## src/rtl/ob_mk_qty_ctrl.sv

```systemverilog
// ob_mk_qty_ctrl
// ---------------------------------------------------------------------------
// Sequencing front-end for the market-order quantity count engine.
// One request at a time is accepted over in_vld/in_rdy. A non-zero request
// issues a one-cycle count command, waits for the engine's busy flag to drop,
// then turns the accumulated book quantity into a fill decision
// (FULL / PARTIAL / REJECT) that is returned over out_vld/out_rdy.
// A zero-quantity request is rejected at once, without an engine command.
//
// Optional build macro OB_MK_QTY_CTRL_TIMEOUT_EN adds a WAIT-state watchdog.
// The watchdog answers with status TIMEOUT (fill 0, remain = request) after
// TIMEOUT_CYCLES busy cycles.
//
// Ports
//   clk, rst             clock, synchronous active-high reset
//   in_vld/in_rdy        request handshake
//   in_uid, in_quantity  request tag and requested quantity
//   cnt_cmd_vld          single-cycle count command to the engine
//   cnt_busy_w           engine busy; its result is valid on the first low cycle
//   cnt_rsp_quantity_w   engine accumulated quantity (ACC_W bits)
//   out_vld/out_rdy      response handshake
//   out_uid              echoed tag
//   out_status           00 FULL, 01 PARTIAL, 10 REJECT, 11 TIMEOUT
//   out_fill_quantity    quantity fillable
//   out_remain_quantity  requested minus fill
//   busy                 high whenever the controller is not idle
// ---------------------------------------------------------------------------
module ob_mk_qty_ctrl #(
  parameter int QTY_W          = 16,
  parameter int ACC_W          = 20,
  parameter int UID_W          = 8,
  parameter int TIMEOUT_CYCLES = 64
) (
  input  logic             clk,
  input  logic             rst,
  input  logic             in_vld,
  input  logic [UID_W-1:0] in_uid,
  input  logic [QTY_W-1:0] in_quantity,
  output logic             in_rdy,
  output logic             cnt_cmd_vld,
  input  logic             cnt_busy_w,
  input  logic [ACC_W-1:0] cnt_rsp_quantity_w,
  output logic             out_vld,
  output logic [UID_W-1:0] out_uid,
  output logic [1:0]       out_status,
  output logic [QTY_W-1:0] out_fill_quantity,
  output logic [QTY_W-1:0] out_remain_quantity,
  input  logic             out_rdy,
  output logic             busy
);

  localparam logic [1:0] ST_FULL    = 2'b00;
  localparam logic [1:0] ST_PARTIAL = 2'b01;
  localparam logic [1:0] ST_REJECT  = 2'b10;

  typedef enum logic [1:0] {
    S_IDLE  = 2'd0,
    S_ISSUE = 2'd1,
    S_WAIT  = 2'd2,
    S_RSP   = 2'd3
  } state_t;

  state_t           state_q, state_d;
  logic [UID_W-1:0] req_uid_q;
  logic [QTY_W-1:0] req_qty_q;

  // Decision datapath. The comparison is made at ACC_W so that an engine
  // result above 2^QTY_W-1 is never truncated into a smaller value.
  logic [ACC_W-1:0] req_qty_ext;
  logic             a_ge_r;
  logic             a_zero;
  logic [QTY_W-1:0] fill_calc;
  logic [1:0]       status_calc;
  logic             timeout_hit;

  assign req_qty_ext = ACC_W'(req_qty_q);
  assign a_ge_r      = (cnt_rsp_quantity_w >= req_qty_ext);
  assign a_zero      = (cnt_rsp_quantity_w == '0);
  // fill <= request, so the low QTY_W bits hold the whole value when A < R.
  assign fill_calc   = a_ge_r ? req_qty_q : cnt_rsp_quantity_w[QTY_W-1:0];
  assign status_calc = a_ge_r ? ST_FULL : (a_zero ? ST_REJECT : ST_PARTIAL);

`ifdef OB_MK_QTY_CTRL_TIMEOUT_EN
  localparam logic [1:0] ST_TIMEOUT = 2'b11;
  localparam int         TO_W       = (TIMEOUT_CYCLES > 1) ? $clog2(TIMEOUT_CYCLES) : 1;

  logic [TO_W-1:0] to_cnt_q;

  // WAIT is only ever entered from ISSUE, so clearing there is "clear on entry".
  always_ff @(posedge clk) begin
    if (rst) begin
      to_cnt_q <= '0;
    end else if (state_q == S_ISSUE) begin
      to_cnt_q <= '0;
    end else if (state_q == S_WAIT && cnt_busy_w) begin
      to_cnt_q <= to_cnt_q + 1'b1;
    end
  end

  assign timeout_hit = (to_cnt_q == TO_W'(TIMEOUT_CYCLES - 1));
`else
  assign timeout_hit = 1'b0;
`endif

  // Next state and handshake outputs.
  // NOTE: every signal driven here gets a default first so no path leaves it
  // unassigned; otherwise synthesis infers a latch to hold the old value.
  always_comb begin
    state_d     = state_q;
    in_rdy      = 1'b0;
    cnt_cmd_vld = 1'b0;
    out_vld     = 1'b0;
    busy        = 1'b1;
    case (state_q)
      S_IDLE: begin
        in_rdy = 1'b1;
        busy   = 1'b0;
        if (in_vld) begin
          state_d = (in_quantity == '0) ? S_RSP : S_ISSUE;
        end
      end
      S_ISSUE: begin
        // The engine raises busy in this same cycle, so busy is not looked at.
        cnt_cmd_vld = 1'b1;
        state_d     = S_WAIT;
      end
      S_WAIT: begin
        if (!cnt_busy_w || timeout_hit) begin
          state_d = S_RSP;
        end
      end
      S_RSP: begin
        out_vld = 1'b1;
        if (out_rdy) begin
          state_d = S_IDLE;
        end
      end
      default: state_d = S_IDLE;
    endcase
  end

  // State register, request capture and response registers. The response
  // registers are written only when RSP is entered, so they stay stable for
  // as long as out_rdy is held low.
  // NOTE: sequential state uses non-blocking assignments so every register
  // samples the pre-edge values, independent of statement order.
  always_ff @(posedge clk) begin
    if (rst) begin
      state_q             <= S_IDLE;
      req_uid_q           <= '0;
      req_qty_q           <= '0;
      out_uid             <= '0;
      out_status          <= '0;
      out_fill_quantity   <= '0;
      out_remain_quantity <= '0;
    end else begin
      state_q <= state_d;
      case (state_q)
        S_IDLE: begin
          if (in_vld) begin
            req_uid_q <= in_uid;
            req_qty_q <= in_quantity;
            if (in_quantity == '0) begin
              out_uid             <= in_uid;
              out_status          <= ST_REJECT;
              out_fill_quantity   <= '0;
              out_remain_quantity <= '0;
            end
          end
        end
        S_WAIT: begin
          if (!cnt_busy_w) begin
            out_uid             <= req_uid_q;
            out_status          <= status_calc;
            out_fill_quantity   <= fill_calc;
            out_remain_quantity <= req_qty_q - fill_calc;
          end
`ifdef OB_MK_QTY_CTRL_TIMEOUT_EN
          else if (timeout_hit) begin
            out_uid             <= req_uid_q;
            out_status          <= ST_TIMEOUT;
            out_fill_quantity   <= '0;
            out_remain_quantity <= req_qty_q;
          end
`endif
        end
        default: ;
      endcase
    end
  end

endmodule

```

## config.mk

```make
export PLATFORM = sky130hd
export DESIGN_NAME = ob_mk_qty_ctrl
export DESIGN_NICKNAME = d
export VERILOG_FILES = /design/src/rtl/ob_mk_qty_ctrl.sv
export SDC_FILE = /design/constraint.sdc
export NUM_CORES = 1
export LEC_CHECK = 0
export CORE_MARGIN = 5
export CORE_UTILIZATION = 40
export CTS_BUF_LIST = sky130_fd_sc_hd__clkbuf_8
export DETAILED_ROUTE_END_ITERATION = 6
export DONT_BUFFER_PORTS = 1
export GPL_ROUTABILITY_DRIVEN = 0
export PLACE_DENSITY = 0.63
export SLEW_MARGIN = 20
export SYNTH_ARGS = -nofsm -noshare
export SYNTH_HDL_FRONTEND = slang
export SYNTH_SLANG_ARGS = --single-unit
```

## constraint.sdc

```tcl
create_clock -name clk -period 8 [get_ports clk]
set_input_delay 1.6 -clock clk [delete_from_list [all_inputs] [get_ports clk]]
set_output_delay 1.6 -clock clk [all_outputs]
set_load 0.01 [all_outputs]
```

======== After elaboration in Yosys (flattened, before gate mapping) ========
Index checks and enable logic that the tools add are counted.
word-level totals
  output and inout port bits .............. 46
  register bits ........................... 68
  word-level logic and storage cells ...... 49
operators by class
  equality and inequality tests ........... 7
  muxes and demuxes ....................... 26
  order comparisons ....................... 1
  reductions and logical operators ........ 7
  $add $sub $neg .......................... 1
operators by type and width
  kind                                                              number
  16-bit two-way mux                                                5
  16-bit one-hot mux with 2 select lines                            2
  8-bit two-way mux                                                 3
  20-bit by 16-bit >= comparator with 1-bit output                  1
  20-bit logical NOT                                                1
  2-bit two-way mux                                                 9
  16-bit logical NOT                                                1
  8-bit one-hot mux with 2 select lines                             1
  16-bit subtractor                                                 1
  2-bit != test (second input constant)                             4
  2-bit one-hot mux with 4 select lines                             1
  2-bit == test (second input constant)                             2
  1-bit two-way mux                                                 4
  2-bit one-hot mux with 2 select lines                             1
  4-bit AND reduction                                               1
  3-bit AND reduction                                               1
  2-bit by 1-bit == test with 1-bit output (second input constant)  1
  2-bit logical NOT                                                 1
  2-bit AND reduction                                               1
  2-bit nonzero test                                                1

======== Longest topological paths before layout ========
  depth after elaboration ................. 5
  mapped depth ............................ 16
  mapped depth without buffers ............ 15

======== Worst setup path after synthesis ========
No wires, ideal clock.
  path type ............................... input to register
  start ................................... input port cnt_rsp_quantity_w[9]
  end ..................................... register out_remain_quantity[10]
  path buffers ............................ 2
  stages .................................. 15
  library setup time ...................... 70 ps
  slack ................................... 3257 ps
  data required time ...................... 7930 ps
  arrival ................................. 4673 ps
  cell sequence ........................... ha_1 a21oi_1 o21ai_0 a2111oi_4 o21ai_2 buf_6 buf_12 mux2i_4 ha_1 a21o_1 a221o_1 a221oi_1 xnor2_1 nand3_1 a21oi_1
on the way
  longest elaborated chain between the ends .. 5
RTL lines
  element                                           line  text
  from (decl)                                       42    input logic [ACC_W-1:0] cnt_rsp_quantity_w,
  20-bit by 16-bit >= comparator with 1-bit output  77    assign a_ge_r = (cnt_rsp_quantity_w >= req_qty_ext);
  16-bit two-way mux *                              80    assign fill_calc = a_ge_r ? req_qty_q : cnt_rsp_quantity_w[QTY_W-1:0];
  16-bit subtractor *                               176   out_remain_quantity <= req_qty_q - fill_calc;
  16-bit two-way mux *                              172   if (!cnt_busy_w) begin
  16-bit one-hot mux with 2 select lines *          158   case (state_q)
  to (signal assigned)                              176
  to (decl)                                         47    output logic [QTY_W-1:0] out_remain_quantity,
Mark *: on every way between the ends. The rest lies on a longest branch, timed or not. The select of a mux whose other input is x is not followed.
A chain may end at the register's enable or synchronous reset.

======== Worst setup path after layout ========
  start ................................... input port cnt_rsp_quantity_w[15]
  end ..................................... register out_remain_quantity[12]
on the way
  longest elaborated chain between the ends .. 5
RTL lines
  element                                           line
  20-bit by 16-bit >= comparator with 1-bit output  77
  16-bit two-way mux                                80
  16-bit subtractor                                 176
  16-bit two-way mux                                172
  16-bit one-hot mux with 2 select lines            158
No other way between the ends. The select of a mux whose other input is x is not followed.

==> results.md <==
- Status: completed
- CTS sink count: 68
- Post-CTS Hold Fix Bufs: 0
- Via/cell ratio: 5.61
- Most used DFF post-synth: dfxtp_1
- Vias in the first global route: 3277
- Commonest non-fill, non-tap cells in the layout: nand2_1 (70), dfxtp_1 (68), a21oi_1 (44)
- Clock tree buffer depth: 2
- Critical Path End Type: flip-flop
- LEAKAGE: 1.61 nW
- Post-synthesis cell area: 4060 µm²
- Crit Path Class: in -> reg
- Max-slew violation count: 0
- Post-route ant nets: 0
- Total Nets Final: 534
- EDFF count, synth: 0
- Fin crit period: 5.22 ns
- # DRC: 0
- CP delay by family, top: compound AO/OA/AOI/OAI gates
- Share of the synthesized area in the top cell type: 0.335
- Iteration-0 DRC Markers: 228
- Avg WL per Cell: 18.3 µm
- Most common cell on crit path: ha_1
- Die H: 111 µm
- Slowest stage delay, CP: 0.84 ns
- RSZ-0062 raised after global routing: false
- DIE AREA: 12300 µm²
- Clk_skew: 0.00969 ns
- Area Overhead vs Synth: 6.29%
- Max-slew headroom: 0.299
- Commonest non-fill, non-tap cell in the layout: nand2_1
- Sequential share of the synthesized area: 0.335
- CP arrival: 5.43 ns
- CP max FO: 18
- Core area: 9820 µm²
- PostCTS Resize Cnt: 0
- Tot Pwr: 0.00122 W
- Initial antenna violation count: 0
- Chip width: 111 µm
- Hold WC Path Type: reg -> reg
- CTS tree: yes
- Worst ir drop on vdd: 0.117 mV
- Vias: 3288
- Clock root cell: clkbuf_8
- Clock Pin Slew Worst Setup and Hold Paths: 0.08 ns
- First-pass GRT wire length: 17400 µm
- Num CTS Buffers: 9
- Initial core utilization: 0.413
- First-pass DRT Iterations: 6
- Area leader, netlist: dfxtp_1
- Power per Cell Area: 284 nW/µm²
- Postcts setup bufs: 0
- Tightest Pin Transition: 1.05 ns
- Async SR Flop Fraction: 0
- Worst Setup Start Kind: input port
- FP Rows: 36
- Final hold violation count: 0
- Total track usage: 0.175
- Share of layout cells above drive strength 1: 0.0883
- Grt ovf: 0
- Top cells by area, synth: dfxtp_1 (34%), ha_1 (11%), nand2_1 (6.5%)
- Reg2reg setup slack: 3.51 ns
- Fillers: 1014
- Fmax: 0.192 GHz
- Synth warnings: 0
- Crit-path cells: ha_1 -> nand2_1 -> nor2_1 -> o211ai_1 -> o21ai_4 -> mux2i_1 -> ha_1 -> fa_1 -> nand2b_1 -> a21oi_1 -> a31oi_1 -> o2111ai_1 -> xnor2_1 -> o2bb2ai_1
- Final period utilization: 0.653
- Core Util, Final: 0.439
- H-Tree Depth: 3
- Synth cell types: 55
- Slowest cell on the critical path: o21ai_4
- Setup TNS: 0 ns
- Final number of setup-violating endpoints: 0
- CP bufs+invs: 0
- CP required: 8.21 ns
- Seq cells post-synth: 68
- Largest net degree at the start of global routing: 48
- Maxcap violations: 0
- Gate Count Post-Synth: 454
- Antenna diodes: 0
- Syn_nets: 540
- PortBufs: 0
- Top-Level Pins: 95
- HPWL after detailed placement: 8180 µm
- Post-Route WL: 10700 µm
- Syn avg cell area: 8.94 µm²
- Worst-skew pair later-pin latency: 0.34 ns
## per-stage QoR
| stage | hold WS (ns) | instance area (µm²) | setup slack [ns] | std cells |
|---|---|---|---|---|
| global placement | 0.436 | 4140 | 2.61 | 570 |
| global route | 0.475 | 4320 | 2.56 | 586 |
| CTS | 0.454 | 4320 | 2.83 | 586 |
| finish | 0.451 | 4320 | 2.78 | 586 |
| detailed placement | 0.441 | 4140 | 2.47 | 570 |
| floorplan | 0.436 | 4060 | 3.26 | 454 |
## area by class of cell
cell class / count / area, µm² / share of cell area
clock buffers: 9 / 124 / 0.0287
clock inverters: 7 / 52.6 / 0.0122
inverters: 25 / 93.8 / 0.0217
multi-input cells: 340 / 2490 / 0.576
flip-flops and latches: 68 / 1360 / 0.315
well taps: 133 / 166 / 0.0386
repair buffers: 4 / 30.0 / 0.00696
## path summary, 6_finish.rpt
path                               start                 endpoint  depth (start not counted)
setup / recovery  cnt_rsp_quantity_w[15]  out_remain_quantity[12]                         14
hold reg to reg             req_uid_q[2]             req_uid_q[2]                          2
hold / removal              req_uid_q[2]             req_uid_q[2]                          2
setup reg to reg           req_qty_q[14]  out_remain_quantity[12]                         15
## worst register-to-register path: stages, from the launching register on
cell       delay, ns
dfxtp_1         0.46
inv_1           0.08
ha_1            0.28
nand2_1         0.06
nor2_1          0.24
o211ai_1        0.21
o21ai_4         0.84
mux2i_1         0.31
ha_1            0.28
fa_1            0.38
nand2b_1        0.19
a21oi_1         0.36
a31oi_1         0.18
o2111ai_1       0.26
xnor2_1         0.15
o2bb2ai_1       0.08
## power by group
group | switching [W] | internal [W] | total (W)
combinational | 0.000324 | 0.000228 | 0.000552
clock | 0.000140 | 0.000113 | 0.000253
sequential | 0.0000435 | 0.000376 | 0.000419
total | 0.000508 | 0.000717 | 0.00122
## synthesized netlist by cell type, types with 3 or more instances
library cell and number:
a21oi_1 44, buf_2 3, o2bb2ai_2 5, dfxtp_1 68, inv_1 25, a21o_1 5, xor2_1 5, nor3_1 7
ha_1 36, mux2i_1 16, nor4_1 5, o31ai_1 4, nand3_1 8, o211ai_1 4, a211oi_1 7, nand2b_1 6
clkbuf_1 12, and3_1 6, nor2_1 22, nor2b_1 4, xnor2_1 6, o2bb2ai_1 16, or4_1 3, nand4_1 3
nand2_1 70, nand3b_1 4, buf_6 3, o21ai_0 15, mux2i_4 8, o21a_1 4
## state kept, by name, summed over array words and instances, names as in the netlist
| name | count |
|---|---|
| state_q | 2 |
| out_uid | 8 |
| req_uid_q | 8 |
| out_remain_quantity | 16 |
| out_status | 2 |
| out_fill_quantity | 16 |
| req_qty_q | 16 |
## cell families (layout without fill, tap and decap cells)
kind of cell,after synthesis,after routing,share of synthesized area
and+or+nand+nor,145,145,0.170
AOI/OAI and AO/OA,123,123,0.218
DFF,68,68,0.335
buffers and inverters,46,45,0.0539
adders and majority gates,37,37,0.116
muxes,24,24,0.0838
xor gates and xnor gates,11,11,0.0237
## layer usage
layer  up-vias  wire length [µm]  global-route usage
met5         -                 0                   0
met4         0                74              0.0419
met3        10              1250              0.0873
met2       103              4870               0.284
met1      1543              4500               0.207
li1       1632                 -                   -
Note: power is estimated with default switching activity, not from simulation.
==> patch: new RTL, same flow settings <==
Encoding of `state_t`: now one-hot (4 bits for 4 states).
--- a/src/rtl/ob_mk_qty_ctrl.sv
+++ b/src/rtl/ob_mk_qty_ctrl.sv
@@ -53,11 +53,11 @@
   localparam logic [1:0] ST_PARTIAL = 2'b01;
   localparam logic [1:0] ST_REJECT  = 2'b10;
 
-  typedef enum logic [1:0] {
-    S_IDLE  = 2'd0,
-    S_ISSUE = 2'd1,
-    S_WAIT  = 2'd2,
-    S_RSP   = 2'd3
+  typedef enum logic [3:0] {
+    S_IDLE  = 4'b0001,
+    S_ISSUE = 4'b0010,
+    S_WAIT  = 4'b0100,
+    S_RSP   = 4'b1000
   } state_t;
 
   state_t           state_q, state_d;
Behaviour: no difference found for any inputs over 4 cycles, from zero or initial values and one cycle with rst high; so few cycles prove little.
==> patch against the original RTL <==
- worst setup slack improved by 0.11 ns
- sequential cell count up 2
- clock skew up 0.0020 ns
- first-iteration DRC count is 19% lower
- routed wire length down 7.6%
- synthesized area decreased by 5.6%
- final area fell by 5.3%
- highest routed layer unchanged
Power is not compared: it rests on default switching activity, and its combinational part moved more than twofold at a synthesized area within 25%.
==> patch: results <==
metrics = {
    "status": {
        "status": "complete, no violations",
    },
    "placed_design": {
        "dp_hpwl_mm": 7.671,
        "dpl-instance-area_sq_um": 3913,
        "port_buffers": 0,
        "place_inst": 564,
        "dp_worst_setup_slack_ns": 2.516,
    },
    "timing": {
        "clock_skew_ns": 0.01170,
        "setup_viol": 0,
        "tightest_slew_ns": 1.036,
    },
    "drt": {
        "routed-via-count": 3147,
        "drt-initial-drc-count": 185,
        "vias_per_cell": 5.426,
        "first_pass_iters": 4,
        "totalWireLength_mm": 9.892,
    },
    "power_and_ir_drop": {
        "ir_worst_vdd_v": 0.0001111,
        "p_clk_uw": 255,
        "switching_share": 0.3168,
        "finalPower_uw": 793.0,
    },
    "clock_network": {
        "clk_pin_slew_ns": 0.08,
        "root_buffer": "clkbuf_8",
        "ctsResizeCount": 0,
        "clock_path_buffers": 2,
        "cts_htree_levels": 3,
        "postCtsSetupRepairBufs": 0,
        "clk_latency_ns": 0.35,
        "cts_buffers": 9,
    },
    "synthesis": {
        "synth_common_cells": "83 x nand2_1, 70 x dfxtp_1, 43 x a21oi_1, 32 x ha_1, 29 x nor2_1",
        "synthMuxAreaShare": 0.06266,
        "synth_cell_types": 50,
        "synthCells": 454,
        "synth-compound-area-share": 0.1834,
        "synthAdderAreaFrac": 0.1097,
        "yosys_most_used_dff": "dfxtp_1",
        "ys_seq_area_frac": 0.3655,
        "synth_warnings": 0,
        "ys_async_sr_fraction": 0,
        "synthesis.nets": 536,
        "synth-xor-area-share": 0.03198,
        "synthTopCellsByArea": "dfxtp_1 37%, ha_1 10%, nand2_1 8.1%",
    },
    "setup_path": {
        "required_ns": 8.21,
        "path_max_fanout": 18,
        "crit_family": "compound AO/OA/AOI/OAI gates",
        "cp_slowest_cell": "fa_1",
        "reg2reg_depth": 18,
        "max_stage_delay_ns": 0.39,
    },
    "layout": {
        "fillers": 965,
        "antennaDiodeCount": 0,
        "fin_nets": 528,
        "drive_above_1_share": 0.07317,
        "reg_top3": "out_fill_quantity x16, out_remain_quantity x16, req_qty_q x16",
    },
    "global_routing": {
        "antenna_found_initial": 0,
        "grt_use_total": 0.1691,
        "grt_pass1_wl_mm": 15.41,
        "grt_max_degree": 47,
    },
    "min_path": {
        "hold_class": "flop to flop",
        "holdPathStages": 2,
    },
}
==> patch: cell type report <==
cell class / instances / area, sq um / area share
Tap cell: 129 / 161.4 / 0.03950
Clock buffer: 9 / 123.9 / 0.03031
Multi-Input combinational cell: 341 / 2252 / 0.5511
Inverter: 22 / 82.58 / 0.02021
Sequential cell: 70 / 1401 / 0.3429
Timing Repair Buffer: 2 / 15.01 / 0.003674
Clock inverter: 7 / 50.05 / 0.01225
==> patch: worst paths after layout <==
| kind | slack, ns | to | start |
|---|---|---|---|
| setup / recovery | 2.89 | out_remain_quantity[12] | cnt_rsp_quantity_w[9] |
| hold / removal | 0.45 | req_uid_q[5] | req_uid_q[5] |
| setup reg to reg | 3.58 | out_remain_quantity[12] | req_qty_q[9] |
| hold reg to reg | 0.45 | req_uid_q[5] | req_uid_q[5] |
==> patch: metal layers <==
layer	up-vias	global-route usage	wire, um
met5	-	0	0
met4	0	0.04599	93
met3	7	0.05519	782
met2	74	0.2829	4687
met1	1496	0.2088	4330
li1	1570	-	-
